<file path="src/rtl/lsu_pkg.sv">
// Shared encodings for the load/store sequencer: access types (same as the
// control decoder's memType field), FSM states and access-size helper.
package lsu_pkg;

   localparam logic [1:0] MEM_WORD    = 2'b00;
   localparam logic [1:0] MEM_BYTE    = 2'b01;
   localparam logic [1:0] MEM_HALF    = 2'b10;
   localparam logic [1:0] MEM_ILLEGAL = 2'b11;

   typedef enum logic [1:0] {
      IDLE  = 2'b00,
      BEAT0 = 2'b01,
      BEAT1 = 2'b10,
      FAULT = 2'b11
   } lsu_state_t;

   // Access size in bytes; illegal types report 0 so they never enable a lane.
   function automatic logic [2:0] access_size(input logic [1:0] mem_type);
      logic [2:0] size;
      case (mem_type)
         MEM_BYTE: size = 3'd1;
         MEM_HALF: size = 3'd2;
         MEM_WORD: size = 3'd4;
         default:  size = 3'd0;
      endcase
      return size;
   endfunction

endpackage

</file>
<file path="src/rtl/lsu_align.sv">
// Combinational lane steering: byte enables and write lanes across a 64-bit
// two-word window, word-crossing detection, and load extraction/extension.
module lsu_align
   import lsu_pkg::*;
(
   input  logic [1:0]  off_i,
   input  logic [1:0]  type_i,
   input  logic        unsigned_i,
   input  logic [31:0] wdata_i,
   input  logic [31:0] rdata_lo_i,
   input  logic [31:0] rdata_hi_i,
   output logic [7:0]  be64_o,
   output logic [63:0] wlanes_o,
   output logic        split_o,
   output logic [31:0] load_data_o
);

   logic [2:0]  size;
   logic [7:0]  be_mask;
   logic [5:0]  shamt;
   logic [31:0] shifted;

   always_comb begin
      size    = access_size(type_i);
      shamt   = {1'b0, off_i, 3'b000};
      be_mask = 8'h00;
      case (size)
         3'd1:    be_mask = 8'h01;
         3'd2:    be_mask = 8'h03;
         3'd4:    be_mask = 8'h0F;
         default: be_mask = 8'h00;
      endcase

      be64_o   = be_mask << off_i;
      wlanes_o = {32'b0, wdata_i} << shamt;
      split_o  = ({2'b00, off_i} + {1'b0, size}) > 4'd4;

      // Only the low word of the realigned pair can hold the loaded value.
      shifted = 32'({rdata_hi_i, rdata_lo_i} >> shamt);

      case (type_i)
         MEM_BYTE: load_data_o = unsigned_i ? {24'b0, shifted[7:0]}
                                            : {{24{shifted[7]}}, shifted[7:0]};
         MEM_HALF: load_data_o = unsigned_i ? {16'b0, shifted[15:0]}
                                            : {{16{shifted[15]}}, shifted[15:0]};
         default:  load_data_o = shifted;
      endcase
   end

endmodule

</file>
<file path="src/rtl/lsu_ctrl.sv">
// Load/store sequencer: one request at a time, 1-2 bus beats, registered
// response one cycle after the last beat; stalls the pipe while busy.
module lsu_ctrl
   import lsu_pkg::*;
#(
   parameter int ADDR_WIDTH     = 32,
   parameter int TIMEOUT_CYCLES = 255
) (
   input  logic                  clk_i,
   input  logic                  rst_ni,
   input  logic                  req_valid_i,
   output logic                  req_ready_o,
   input  logic                  req_write_i,
   input  logic [1:0]            req_type_i,
   input  logic                  req_unsigned_i,
   input  logic [ADDR_WIDTH-1:0] req_addr_i,
   input  logic [31:0]           req_wdata_i,
   output logic                  rsp_valid_o,
   output logic [31:0]           rsp_rdata_o,
   output logic                  rsp_fault_o,
   output logic                  stall_o,
   output logic                  mem_valid_o,
   input  logic                  mem_ready_i,
   output logic                  mem_write_o,
   output logic [ADDR_WIDTH-1:0] mem_addr_o,
   output logic [31:0]           mem_wdata_o,
   output logic [3:0]            mem_be_o,
   input  logic [31:0]           mem_rdata_i
);

   localparam int CNT_W = $clog2(TIMEOUT_CYCLES + 1);
   localparam logic [CNT_W-1:0] CNT_LAST = CNT_W'(TIMEOUT_CYCLES - 1);

   lsu_state_t            state_q, state_d;
   logic                  write_q, write_d;
   logic [1:0]            type_q, type_d;
   logic                  unsigned_q, unsigned_d;
   logic [ADDR_WIDTH-1:0] addr_q, addr_d;
   logic [31:0]           wdata_q, wdata_d;
   logic [31:0]           rd_lo_q, rd_lo_d;
   logic [CNT_W-1:0]      cnt_q, cnt_d;
   logic                  rsp_valid_q, rsp_valid_d;
   logic                  rsp_fault_q, rsp_fault_d;
   logic [31:0]           rsp_rdata_q, rsp_rdata_d;

   logic [7:0]            be64;
   logic [63:0]           wlanes;
   logic                  split;
   logic [31:0]           load_data;
   logic [31:0]           rdata_lo;
   logic [ADDR_WIDTH-1:0] word_addr;

   // A non-split load completes in BEAT0, so the low word comes straight off the bus.
   assign rdata_lo  = (state_q == BEAT0) ? mem_rdata_i : rd_lo_q;
   assign word_addr = {addr_q[ADDR_WIDTH-1:2], 2'b00};

   lsu_align u_align (
      .off_i       (addr_q[1:0]),
      .type_i      (type_q),
      .unsigned_i  (unsigned_q),
      .wdata_i     (wdata_q),
      .rdata_lo_i  (rdata_lo),
      .rdata_hi_i  (mem_rdata_i),
      .be64_o      (be64),
      .wlanes_o    (wlanes),
      .split_o     (split),
      .load_data_o (load_data)
   );

   always_comb begin
      state_d     = state_q;
      write_d     = write_q;
      type_d      = type_q;
      unsigned_d  = unsigned_q;
      addr_d      = addr_q;
      wdata_d     = wdata_q;
      rd_lo_d     = rd_lo_q;
      cnt_d       = cnt_q;
      rsp_valid_d = 1'b0;
      rsp_fault_d = 1'b0;
      rsp_rdata_d = 32'b0;
      mem_valid_o = 1'b0;
      mem_write_o = 1'b0;
      mem_addr_o  = '0;
      mem_wdata_o = 32'b0;
      mem_be_o    = 4'b0;
      req_ready_o = (state_q == IDLE);

      case (state_q)
         IDLE: begin
            if (req_valid_i) begin
               write_d    = req_write_i;
               type_d     = req_type_i;
               unsigned_d = req_unsigned_i;
               addr_d     = req_addr_i;
               wdata_d    = req_wdata_i;
               cnt_d      = '0;
               state_d    = (req_type_i == MEM_ILLEGAL) ? FAULT : BEAT0;
            end
         end

         BEAT0: begin
            mem_valid_o = 1'b1;
            mem_write_o = write_q;
            mem_addr_o  = word_addr;
            mem_wdata_o = wlanes[31:0];
            mem_be_o    = be64[3:0];
            if (mem_ready_i) begin
               rd_lo_d = mem_rdata_i;
               cnt_d   = '0;
               if (split) begin
                  state_d = BEAT1;
               end else begin
                  state_d     = IDLE;
                  rsp_valid_d = 1'b1;
                  rsp_rdata_d = write_q ? 32'b0 : load_data;
               end
            end else if (cnt_q == CNT_LAST) begin
               state_d     = IDLE;
               rsp_valid_d = 1'b1;
               rsp_fault_d = 1'b1;
            end else begin
               cnt_d = cnt_q + CNT_W'(1);
            end
         end

         BEAT1: begin
            mem_valid_o = 1'b1;
            mem_write_o = write_q;
            mem_addr_o  = word_addr + ADDR_WIDTH'(4);
            mem_wdata_o = wlanes[63:32];
            mem_be_o    = be64[7:4];
            if (mem_ready_i) begin
               state_d     = IDLE;
               rsp_valid_d = 1'b1;
               rsp_rdata_d = write_q ? 32'b0 : load_data;
            end else if (cnt_q == CNT_LAST) begin
               // Low half of a split store may already be committed; that is tolerated.
               state_d     = IDLE;
               rsp_valid_d = 1'b1;
               rsp_fault_d = 1'b1;
            end else begin
               cnt_d = cnt_q + CNT_W'(1);
            end
         end

         FAULT: begin
            state_d     = IDLE;
            rsp_valid_d = 1'b1;
            rsp_fault_d = 1'b1;
         end

         default: state_d = IDLE;
      endcase
   end

   always_ff @(posedge clk_i or negedge rst_ni) begin
      if (!rst_ni) begin
         state_q     <= IDLE;
         write_q     <= 1'b0;
         type_q      <= MEM_WORD;
         unsigned_q  <= 1'b0;
         addr_q      <= '0;
         wdata_q     <= 32'b0;
         rd_lo_q     <= 32'b0;
         cnt_q       <= '0;
         rsp_valid_q <= 1'b0;
         rsp_fault_q <= 1'b0;
         rsp_rdata_q <= 32'b0;
      end else begin
         state_q     <= state_d;
         write_q     <= write_d;
         type_q      <= type_d;
         unsigned_q  <= unsigned_d;
         addr_q      <= addr_d;
         wdata_q     <= wdata_d;
         rd_lo_q     <= rd_lo_d;
         cnt_q       <= cnt_d;
         rsp_valid_q <= rsp_valid_d;
         rsp_fault_q <= rsp_fault_d;
         rsp_rdata_q <= rsp_rdata_d;
      end
   end

   assign rsp_valid_o = rsp_valid_q;
   assign rsp_fault_o = rsp_fault_q;
   assign rsp_rdata_o = rsp_rdata_q;
   assign stall_o     = (state_q != IDLE) || (req_valid_i && req_ready_o);

endmodule

</file>
<file path="config.mk">
export PLATFORM = sky130hd
export DESIGN_NAME = lsu_ctrl
export DESIGN_NICKNAME = d
export VERILOG_FILES = /design/src/rtl/lsu_pkg.sv /design/src/rtl/lsu_align.sv /design/src/rtl/lsu_ctrl.sv
export SDC_FILE = /design/constraint.sdc
export NUM_CORES = 1
export LEC_CHECK = 0
export ABC_CLOCK_PERIOD_IN_PS = 2900
export BUFFER_PORTS_ARGS = -buffer_cell sky130_fd_sc_hd__buf_2
export CORE_MARGIN = 2
export CORE_UTILIZATION = 55
export DETAILED_ROUTE_END_ITERATION = 10
export PLACE_DENSITY = 0.81
export SLEW_MARGIN = 20
export SYNTH_ARGS = -nofsm -noshare
export SYNTH_HDL_FRONTEND = slang
export SYNTH_SLANG_ARGS = --single-unit
</file>
<file path="constraint.sdc">
create_clock -name clk_i -period 2.9 [get_ports clk_i]
set_input_delay 0.29 -clock clk_i [delete_from_list [all_inputs] [get_ports clk_i]]
set_output_delay 0.29 -clock clk_i [all_outputs]
set_load 0.005 [all_outputs]
</file>
======== Word level (Yosys, flattened, before mapping) ========
Cells that the tools add are included.
W data, S select, Z words.
word-level totals
  output and inout port bits .............. 106
  input bits .............................. 104
  memories ................................ 0
  logic and storage cells ................. 75
  bits in writable memories ............... 0
  ROM bits ................................ 0
  bits in latches ......................... 0
  bits in registers ....................... 144
cells by class
  multiply operators ...................... 0
  eq/ne operators ......................... 12
  add/sub/neg operators ................... 3
  shift operators ......................... 3
  muxes and demuxes ....................... 35
  reduce and logical (&&, ||, !) cells .... 10
  div/mod/pow operators ................... 0
  order comparisons ....................... 1
  bitwise logic cells ..................... 0
operators by type and width
  kind                     count
  $pmux W32 S2             4
  $mux W32                 7
  $shl A32 B5 Y64          1
  $shr A64 B5 Y32          1
  $add A32 B3 Y32 const B  1
  $mux W8                  4
  $pmux W8 S3              1
  $mux W2                  6
  $pmux W4 S3              1
  $pmux W3 S3              1
  $add A8 B1 Y8 const B    1
  $eq A2 B2 Y1 const B     4
  $eq A8 B8 Y1 const B     1
  $pmux W2 S4              1
  $pmux W4 S2              1
  $shl A4 B2 Y8            1
  $mux W1                  7
  $add A2 B3 Y4            1
  $eq A2 B1 Y1 const B     2
  $gt A4 B3 Y1 const B     1
  $logic_not A2 Y1         2
  $ne A2 B2 Y1 const B     2
  $reduce_and A2 Y1        2
  $eq A3 B1 Y1 const B     1
  other kinds (10)         10

======== Logic depth before layout (Yosys ltp) ========
Gate-level depths: netlist of run 1.
  depth after elaboration ................. 9
  depth in mapped cells ................... 10
  depth with buffers taken out ............ 9

======== Cells and area by module ========
From an unflattened synthesis of run 1, not the netlist that was laid out.
unflattened totals
  cell total of the unflattened synthesis .. 927
  area, all modules ....................... 9,633.0 um^2
modules (own cells, without submodules)
  module     area each (um^2)  cells an instance  instances
  lsu_ctrl   7,554.7           681                1
  lsu_align  2,078.2           246                1

======== Least setup slack after synthesis of run 1 ========
No wires, ideal clock.
  path type ............................... reg-to-reg
  start point ............................. register type_q[1]
  end point ............................... register rsp_rdata_q[25] (netlist: rsp_rdata_o[25])
  setup time .............................. 0.070 ns
  required time ........................... 2.830 ns
  setup slack ............................. 0.467 ns
  buffers on the path ..................... 1
  stages on the path, launching flop included .. 11
  data arrival time ....................... 2.363 ns
  path through ............................ dfrtp_1 -> inv_1 -> ha_1 -> ha_1 -> fa_1 -> o22a_1 -> a221oi_1 -> o21ai_1 -> a31o_4 -> buf_12 -> nor2_4
between the ends
  cells in the longest elaborated chain, start to end .. 7
RTL lines
  item                                  RTL line                        text
  start, declared                       lsu_ctrl.sv:36                  logic [1:0] type_q, type_d;
  start signal, assigned                lsu_ctrl.sv:173                 type_q <= type_d;
  $eq A2 B2 Y1 (tied with other cells)  lsu_pkg.sv:20, lsu_align.sv:41
  $pmux W3 S3                           lsu_pkg.sv:20                   case (mem_type)
  $add A2 B3 Y4                         lsu_align.sv:36                 split_o = ({2'b00, off_i} + {1'b0, size}) > 4'd4;
  $gt A4 B3 Y1                          lsu_align.sv:36
  $mux W32                              lsu_ctrl.sv:111                 if (split) begin
  $mux W32                              lsu_ctrl.sv:108                 if (mem_ready_i) begin
  $pmux W32 S2 (*)                      lsu_ctrl.sv:89                  case (state_q)
  net rsp_rdata_d[25]                   lsu_ctrl.sv:44                  logic [31:0] rsp_rdata_q, rsp_rdata_d;
  end signal, assigned                  lsu_ctrl.sv:181                 rsp_rdata_q <= rsp_rdata_d;
  end, declared                         lsu_ctrl.sv:44
Mark *: on every way through the listed nets, which the timed path passes. The rest lies on a longest branch.
A chain may end at the register's enable or synchronous reset.

======== Final worst setup path of run 1 ========
  start point ............................. register addr_q[4]
  end point ............................... output port mem_addr_o[31]
between the ends
  cells in the longest elaborated chain, start to end .. 2
RTL lines
  item                    RTL line         text
  start, declared         lsu_ctrl.sv:38   logic [ADDR_WIDTH-1:0] addr_q, addr_d;
  start signal, assigned  lsu_ctrl.sv:175  addr_q <= addr_d;
  $add A32 B3 Y32         lsu_ctrl.sv:130  mem_addr_o = word_addr + ADDR_WIDTH'(4);
  $pmux W32 S2            lsu_ctrl.sv:89
  end, declared           lsu_ctrl.sv:25   output logic [ADDR_WIDTH-1:0] mem_addr_o,
Every way passes these cells.

==> results by group, run 1 <==
Worst setup path
  – FF-to-FF path depth: 9
  – R2R setup slack: between 150 and 200 ps
  – Nature of the critical path endpoint: output pin
  – Critical Path Start Type: register
  – Reg-to-reg endpoint: rsp_rdata_o[18]
  – Arr. time, crit path: ~2500 ps
  – Worst R2R Start: type_q[1]
  – Setup CP Type: register to output pin
  – CP startpoint: addr_q[4]
  – CP endpoint: mem_addr_o[31]
  – Worst endpoint required time: 2610 ps
  – Max FO, Critical Path: 8

Global route
  – Pin count of the biggest net entering global routing: 75
  – Global-route wire length before repair: 40940 µm
  – Vias in the first global route: slightly below 8000
  – Initial antenna violation count: 2
  – Grt total ovfl: 0
  – GRT Overall Usage: 0.2924

Pwr
  – Sequential power share: 0.297
  – Pint: slightly above 7000 µW
  – Gate power share: 0.513
  – Clk pwr share: 0.190
  – Psw: between 5000 and 6000 µW
  – Sw Share: 0.4130
  – Static Leak: approximately 0.0051 µW
  – VDD IR max: ~0.00066 V
  – Power per cell area: 1117 nW/µm²

Clocking
  – Clk buf depth: 2
  – Clock Latency Late Sink: 430 ps
  – Htree depth: 4
  – Reg clk slew, reported paths: about 60 ps
  – CTS tree: built
  – Clock Tree Root: clkbuf_16
  – Clock sinks: ~140
  – CTS buffer count: 17

Logic synthesis
  – Largest area contributor in the netlist: dfrtp_1
  – Area fraction of the dominant cell type after synthesis: 0.3967
  – Cells after Synth: 916
  – Post-synth cell types: 62
  – Dominant synthesized flop cell: dfrtp_1
  – Post-synth ARST share: 1.000
  – Sequential share of the synthesized area: 0.3967
  – Post-Syn Area per Cell: 9.915 µm²
  – Seq cells post-synth: between 100 and 150
  – Yosys warnings: 0
  – Post-Syn Area: between 9000 and 10000 µm²
  – Most common cell in the netlist: dfrtp_1
  – EDFF count, synth: 0
  – Synth top cells by count: 144 x dfrtp_1, 120 x mux2_2, 85 x nand2_1, 75 x o21ai_0, 51 x mux2i_1
  – Synth top area cells: dfrtp_1 40%, mux2_2 15%, mux2i_1 5.6%, o21ai_0 4.1%, nand2_1 3.5%

Routing
  – Average vias per placed instance: 6.206
  – Total Wirelength: between 20000 and 30000 µm
  – Initial DRC Count: 707
  – Vias: 8347
  – Antenna viol nets, final: 0
  – 1st-pass router iterations: 7
  – # DRC: 0
  – Routed len/inst: just under 20 µm

STA
  – Slew @ Worst Pin: approximately 750 ps
  – Final Hold Viols: 0
  – Endpoints failing setup: 0
  – Slew headroom: 0.4990
  – Setup TNS: 0 ps
  – Final Max Slew Viols: 0
  – Final period util: 0.9580
  – Peak Freq: approximately 0.36 GHz
  – Clock Skews: between 10 and 15 ps
  – Final min period: about 2800 ps

Layout
  – Final #Nets: around 1200
  – Area of the multi-input gates: around 5100 µm²
  – FF/Latch Area: approximately 3600 µm²
  – Layout cells sized above 1: 0.3807
  – P&R area growth vs syn: 21.67%
  – Util after Layout: 0.6906
  – Fill cell count: 1227

Die
  – CORE AREA: between 15000 and 20000 µm²
  – Chip width: ~130 µm
  – Chip height: roughly 130 µm
  – Num rows: between 40 and 50
  – Num ports: 210
  – Starting density of the core: 0.5676
  – Die footprint: roughly 18000 µm²

Min path
  – Hold Path Class: primary input to register

Run
  – Max-Cap Viols: 0

Place
  – DPL Wire Length: between 15000 and 20000 µm
  – PortBufs: approximately 210
  – RD Place Congestion: just under 0.9

Outcome
  – Outcome: finished clean
cell type report:
cell class                 instances  share of cell area
multi-input combinational        682              0.4607
sequential                       144              0.3265
timing repair buffer             250              0.1249
clock buffer                      24             0.04269
tap                              216             0.02446
clock inverter                     8             0.01381
inverter                          19            0.006454
antenna                            2           0.0004529
registers in the layout, summed over array words and instances (netlist names):
register     flops
write_q          1
unsigned_q       1
rsp_fault_o      1
state_q          2
type_q           2
addr_q          32
rsp_rdata_o     32
cnt_q            8
rd_lo_q         32
rsp_valid_o      1
wdata_q         32
worst min-delay path by stage:
stage | slack (ps) | from | endpoint | cells after the start
floorplan | -6 | rst_ni | addr_q[0] | 0
global placement | 360 | rst_ni | write_q | 1
detailed placement | 370 | rst_ni | write_q | 1
CTS | 70 | req_addr_i[1] | addr_q[1] | 3
global route | 80 | req_wdata_i[11] | wdata_q[11] | 2
finish | 90 | req_wdata_i[11] | wdata_q[11] | 2
cell usage in the layout (no fill, tap or decap), types with 20 or more instances in the layout:
cell type and n:
nand3_1 20, mux2_2 120, o21ai_0 75, nand2_1 84, nor2_1 44, mux2i_1 51, a22oi_1 21, nor2b_1 20
buf_2 206, dfrtp_1 142, and2_1 20, a21oi_1 29, buf_4 41
repair_timing:
item                                    in CTS  in global routing
hold buffers                                 1                  0
gates resized for setup                      0                  4
buffers inserted                             0                  1
endpoints found under the setup margin       0                 14
hold endpoints to repair                    71                  0
through the flow:
| stage | total power [µW] | hold WS, ps | instances | setup slack (ps) | area, µm² |
|---|---|---|---|---|---|
| 2_1_floorplan | 7970 | -5.591 | 917 | 467.4 | 9086 |
| 3_3_place_gp | 9649 | 361.7 | 1309 | 402.0 | 10390 |
| 3_5_place_dp | 9856 | 369.3 | 1309 | 270.7 | 10390 |
| 4_1_cts | 12250 | 74.68 | 1342 | 89.23 | 11020 |
| 5_1_grt | 13120 | 82.63 | 1345 | -1.756 | 11050 |
| 6_report | 12340 | 92.44 | 1345 | 121.8 | 11050 |
cell families (layout without fill, tap and decap cells):
logic type / count (synthesis) / count (layout) / synth area share
other: 1 / 4 / 0.0004129
adders and majority gates: 15 / 15 / 0.02149
xor gates and xnor gates: 1 / 1 / 0.0009645
buffers and inverters: 91 / 301 / 0.04532
AOI/OAI and AO/OA: 225 / 225 / 0.1590
and+or+nand+nor: 260 / 260 / 0.1513
muxes: 179 / 179 / 0.2248
DFF: 144 / 144 / 0.3967
power by group through the flow:
stage / clock, µW / sequential [µW] / combinational, µW
after floorplan: 0 / 3330 / 4640
after global placement: 0 / 3600 / 6050
after detailed placement: 0 / 3650 / 6210
after CTS: 2370 / 3630 / 6250
after global routing: 2460 / 3770 / 6880
final: 2350 / 3660 / 6330
worst max-delay path, cell delays in order, from the launching register on:
cell     delay [ps]
dfrtp_1         460
nand3_1         280
nor4_4          360
nand3_1         230
or4_1           500
nand3_1         110
buf_2           120
metal layers:
metal / GRT usage / up-vias / share of wire
met1: 0.3920 / 4045 / 0.41
met2: 0.4557 / 456 / 0.47
met5: 0 / - / 0
met3: 0.07318 / 66 / 0.084
li1: - / 3780 / -
met4: 0.1195 / 0 / 0.029
No activity file was read; power rests on OpenSTA's default activity.
==> run 2, diff against run 1 <==
CORE_UTILIZATION = 40   (was 55)
PLACE_DENSITY = unset   (was 0.81)
==> run 2 against run 1 <==
Against the previous run:
- total power is 0.98% lower
- first-iteration DRC count shrank 44%
- global-route usage fell by 6.5 points
- setup slack lost 42 ps
- clock skew hardly changed
- utilization down 19 points
- non-clock buffer count shrank 1
- via count fell by 4.1%
- highest routed layer is now met5
- critical path depth increased by 4
- die area up 36%
- combinational power hardly changed
==> results by group, run 2 (same netlist as run 1, synthesis figures left out) <==
Outcome
  – Outcome: finished clean

Clocking
  – Clock sinks: 144 (unchanged)
  – Clock Latency Late Sink: 430 ps (about the same)
  – Reg clk slew, reported paths: 70 ps (about the same)
  – CTS tree: built
  – Clk buf depth: 2 (unchanged)
  – Clock Tree Root: clkbuf_16
  – Htree depth: 4 (unchanged)
  – CTS buffer count: 17 (unchanged)

Routing
  – 1st-pass router iterations: 5 (-2)
  – Average vias per placed instance: 5.670 (-8.6%)
  – # DRC: 0 (unchanged)
  – Initial DRC Count: 395 (-44%)
  – Vias: 8001 (-4.1%)
  – Antenna viol nets, final: 0 (unchanged)
  – Total Wirelength: 27120 µm (+4.5%)
  – Routed len/inst: 19.22 µm (-0.38%)

Worst setup path
  – Critical path cell sequence: inv_1 -> ha_2 -> buf_6 -> inv_1 -> buf_4 -> nor2_2 -> a32oi_1 -> o22ai_1 -> and2_1 -> buf_2
  – Crit path top cell by count: inv_1
  – Setup CP Type: register to output pin
  – Worst-path cell with the longest stage delay: dfrtp_1
  – Critical Path Start Type: register
  – Max stage delay on crit path: 400 ps (-100 ps)
  – Max FO, Critical Path: 17 (+9)
  – Arr. time, crit path: 2530 ps (+40 ps)
  – Nature of the critical path endpoint: output pin
  – Crit path max-delay family: buffers and inverters
  – Worst endpoint required time: 2610 ps (about the same)
  – CP bufs+invs: 5 (+4)

Global route
  – Initial antenna violation count: 5 (+3)
  – Grt total ovfl: 0 (unchanged)
  – Pin count of the biggest net entering global routing: 72 (-4.0%)
  – Vias in the first global route: 7926 (+0.063%)
  – GRT Overall Usage: 0.2278 (-0.06455)
  – Global-route wire length before repair: 43040 µm (+5.1%)

STA
  – Final min period: 2820 ps (+41.79 ps)
  – Slew @ Worst Pin: 974.2 ps (+222.7 ps)
  – Endpoints failing setup: 0 (unchanged)
  – Unrepaired setup endpoints after global routing: true
  – Clock Skews: 10.70 ps (-0.2576 ps)
  – Slew headroom: 0.3499 (-0.1491)
  – Peak Freq: 0.3546 GHz (-1.5%)
  – Final Hold Viols: 0 (unchanged)
  – Final Max Slew Viols: 0 (unchanged)
  – Final period util: 0.9724 (+0.01441)

Pwr
  – Pint: 7008 µW (-3.3%)
  – VDD IR max: 0.0004880 V (-26%)
  – Gate power share: 0.518 (+0.005)
  – Clk pwr share: 0.183 (-0.007)
  – Power per cell area: 1099 nW/µm² (-1.6%)
  – Sw Share: 0.4266 (+0.01361)
  – Psw: 5214 µW (+2.3%)
  – Sequential power share: 0.299 (+0.002)
  – Static Leak: 0.005132 µW (-0.10%)

Die
  – Chip height: 154.7 µm (+17%)
  – Num ports: 210 (unchanged)
  – Chip width: 154.7 µm (+17%)
  – CORE AREA: 22430 µm² (+40%)
  – Die footprint: 23930 µm² (+36%)
  – Num rows: 55 (+20%)
  – Starting density of the core: 0.4049 (-0.1628)

Run
  – Max-Cap Viols: 0 (unchanged)

Place
  – Area after DPL: 10490 µm² (+0.96%)
  – DPL Wire Length: 19110 µm (+4.2%)
  – RD Place Congestion: 0.8510 (-4.8%)
  – PortBufs: 207 (unchanged)
  – Dpl cells: 1378 (+5.3%)

Layout
  – Layout cells sized above 1: 0.3890 (+0.008331)
  – Layout Cells excl Fill: 1411 (+4.9%)
  – Most common cell after layout, fill and taps aside: buf_2
  – P&R area growth vs syn: 22.48%
  – Most frequent cells in the layout: 206 x buf_2, 141 x dfrtp_1, 120 x mux2_2
  – Design area: 11120 µm² (+0.67%)
  – Final #Nets: 1232 (-0.081%)
  – # diodes: 0 (-2)

Min path
  – Hold Path Class: primary input to register
[run 2: what timing repair did]
action | 4_1_cts | 5_1_grt
hold endpoints to repair | 69 | 0
buffers inserted | 0 | 0
setup endpoints to repair | 2 | 41
hold buffers | 1 | 0
resized for setup | 3 | 8
[run 2: per-layer routing]
metal	GRT usage	wire, µm
met1	0.2970	11900
met2	0.3652	12670
met3	0.06500	1907
met4	0.07716	597
met5	0	35
[run 2: power by group through the flow]
stage / Combinational (µW) / Sequential, µW / Clock [µW]
after global routing: 6950 / 3780 / 2380
after floorplan: 4640 / 3330 / 0
final: 6330 / 3650 / 2240
after CTS: 6310 / 3640 / 2290
after detailed placement: 6260 / 3670 / 0
after global placement: 6210 / 3640 / 0
[run 2: stage by stage]
stage | utilization | setup TNS [ps] | total power, µW | setup slack, ps | hold WS (ps)
after floorplan | - | 0 | 7970 | 467.4 | -5.591
after global placement | 0.4675 | 0 | 9850 | 444.5 | 375.1
after detailed placement | 0.4675 | 0 | 9930 | 316.5 | 380.2
after CTS | 0.4946 | 0 | 12240 | 22.44 | 60.40
after global routing | 0.4959 | -372.6 | 13120 | -91.30 | 73.88
final | 0.4959 | 0 | 12220 | 79.98 | 73.10
[run 2: tightest hold or removal path: stages]
cell     delay [ps]
buf_2            80
nand2_1          40
o21ai_0          60
[run 2: final cells by class]
cell class | count | area (µm²)
Tap cell | 285 | 356.6
Clock inverter | 15 | 165.2
Multi-Input combinational cell | 682 | 5104
Clock buffer | 17 | 425.4
Sequential cell | 144 | 3610
Timing Repair Buffer | 249 | 1393
Inverter | 19 | 71.32
Fill cell | 2114 | 11310
[run 2: path summary, 6_finish.rpt]
path	startpoint	end	slack, ps	cells after the start
setup / recovery	state_q[1]	mem_wdata_o[2]	80	10
hold / removal	req_addr_i[11]	addr_q[11]	70	3
setup reg to reg	type_q[0]	rsp_rdata_o[21]	330	8
hold reg to reg	rd_lo_q[6]	rd_lo_q[6]	480	2
max in group asynchronous	rst_ni	rd_lo_q[22]	1620	3
min in group asynchronous	rst_ni	cnt_q[6]	450	2
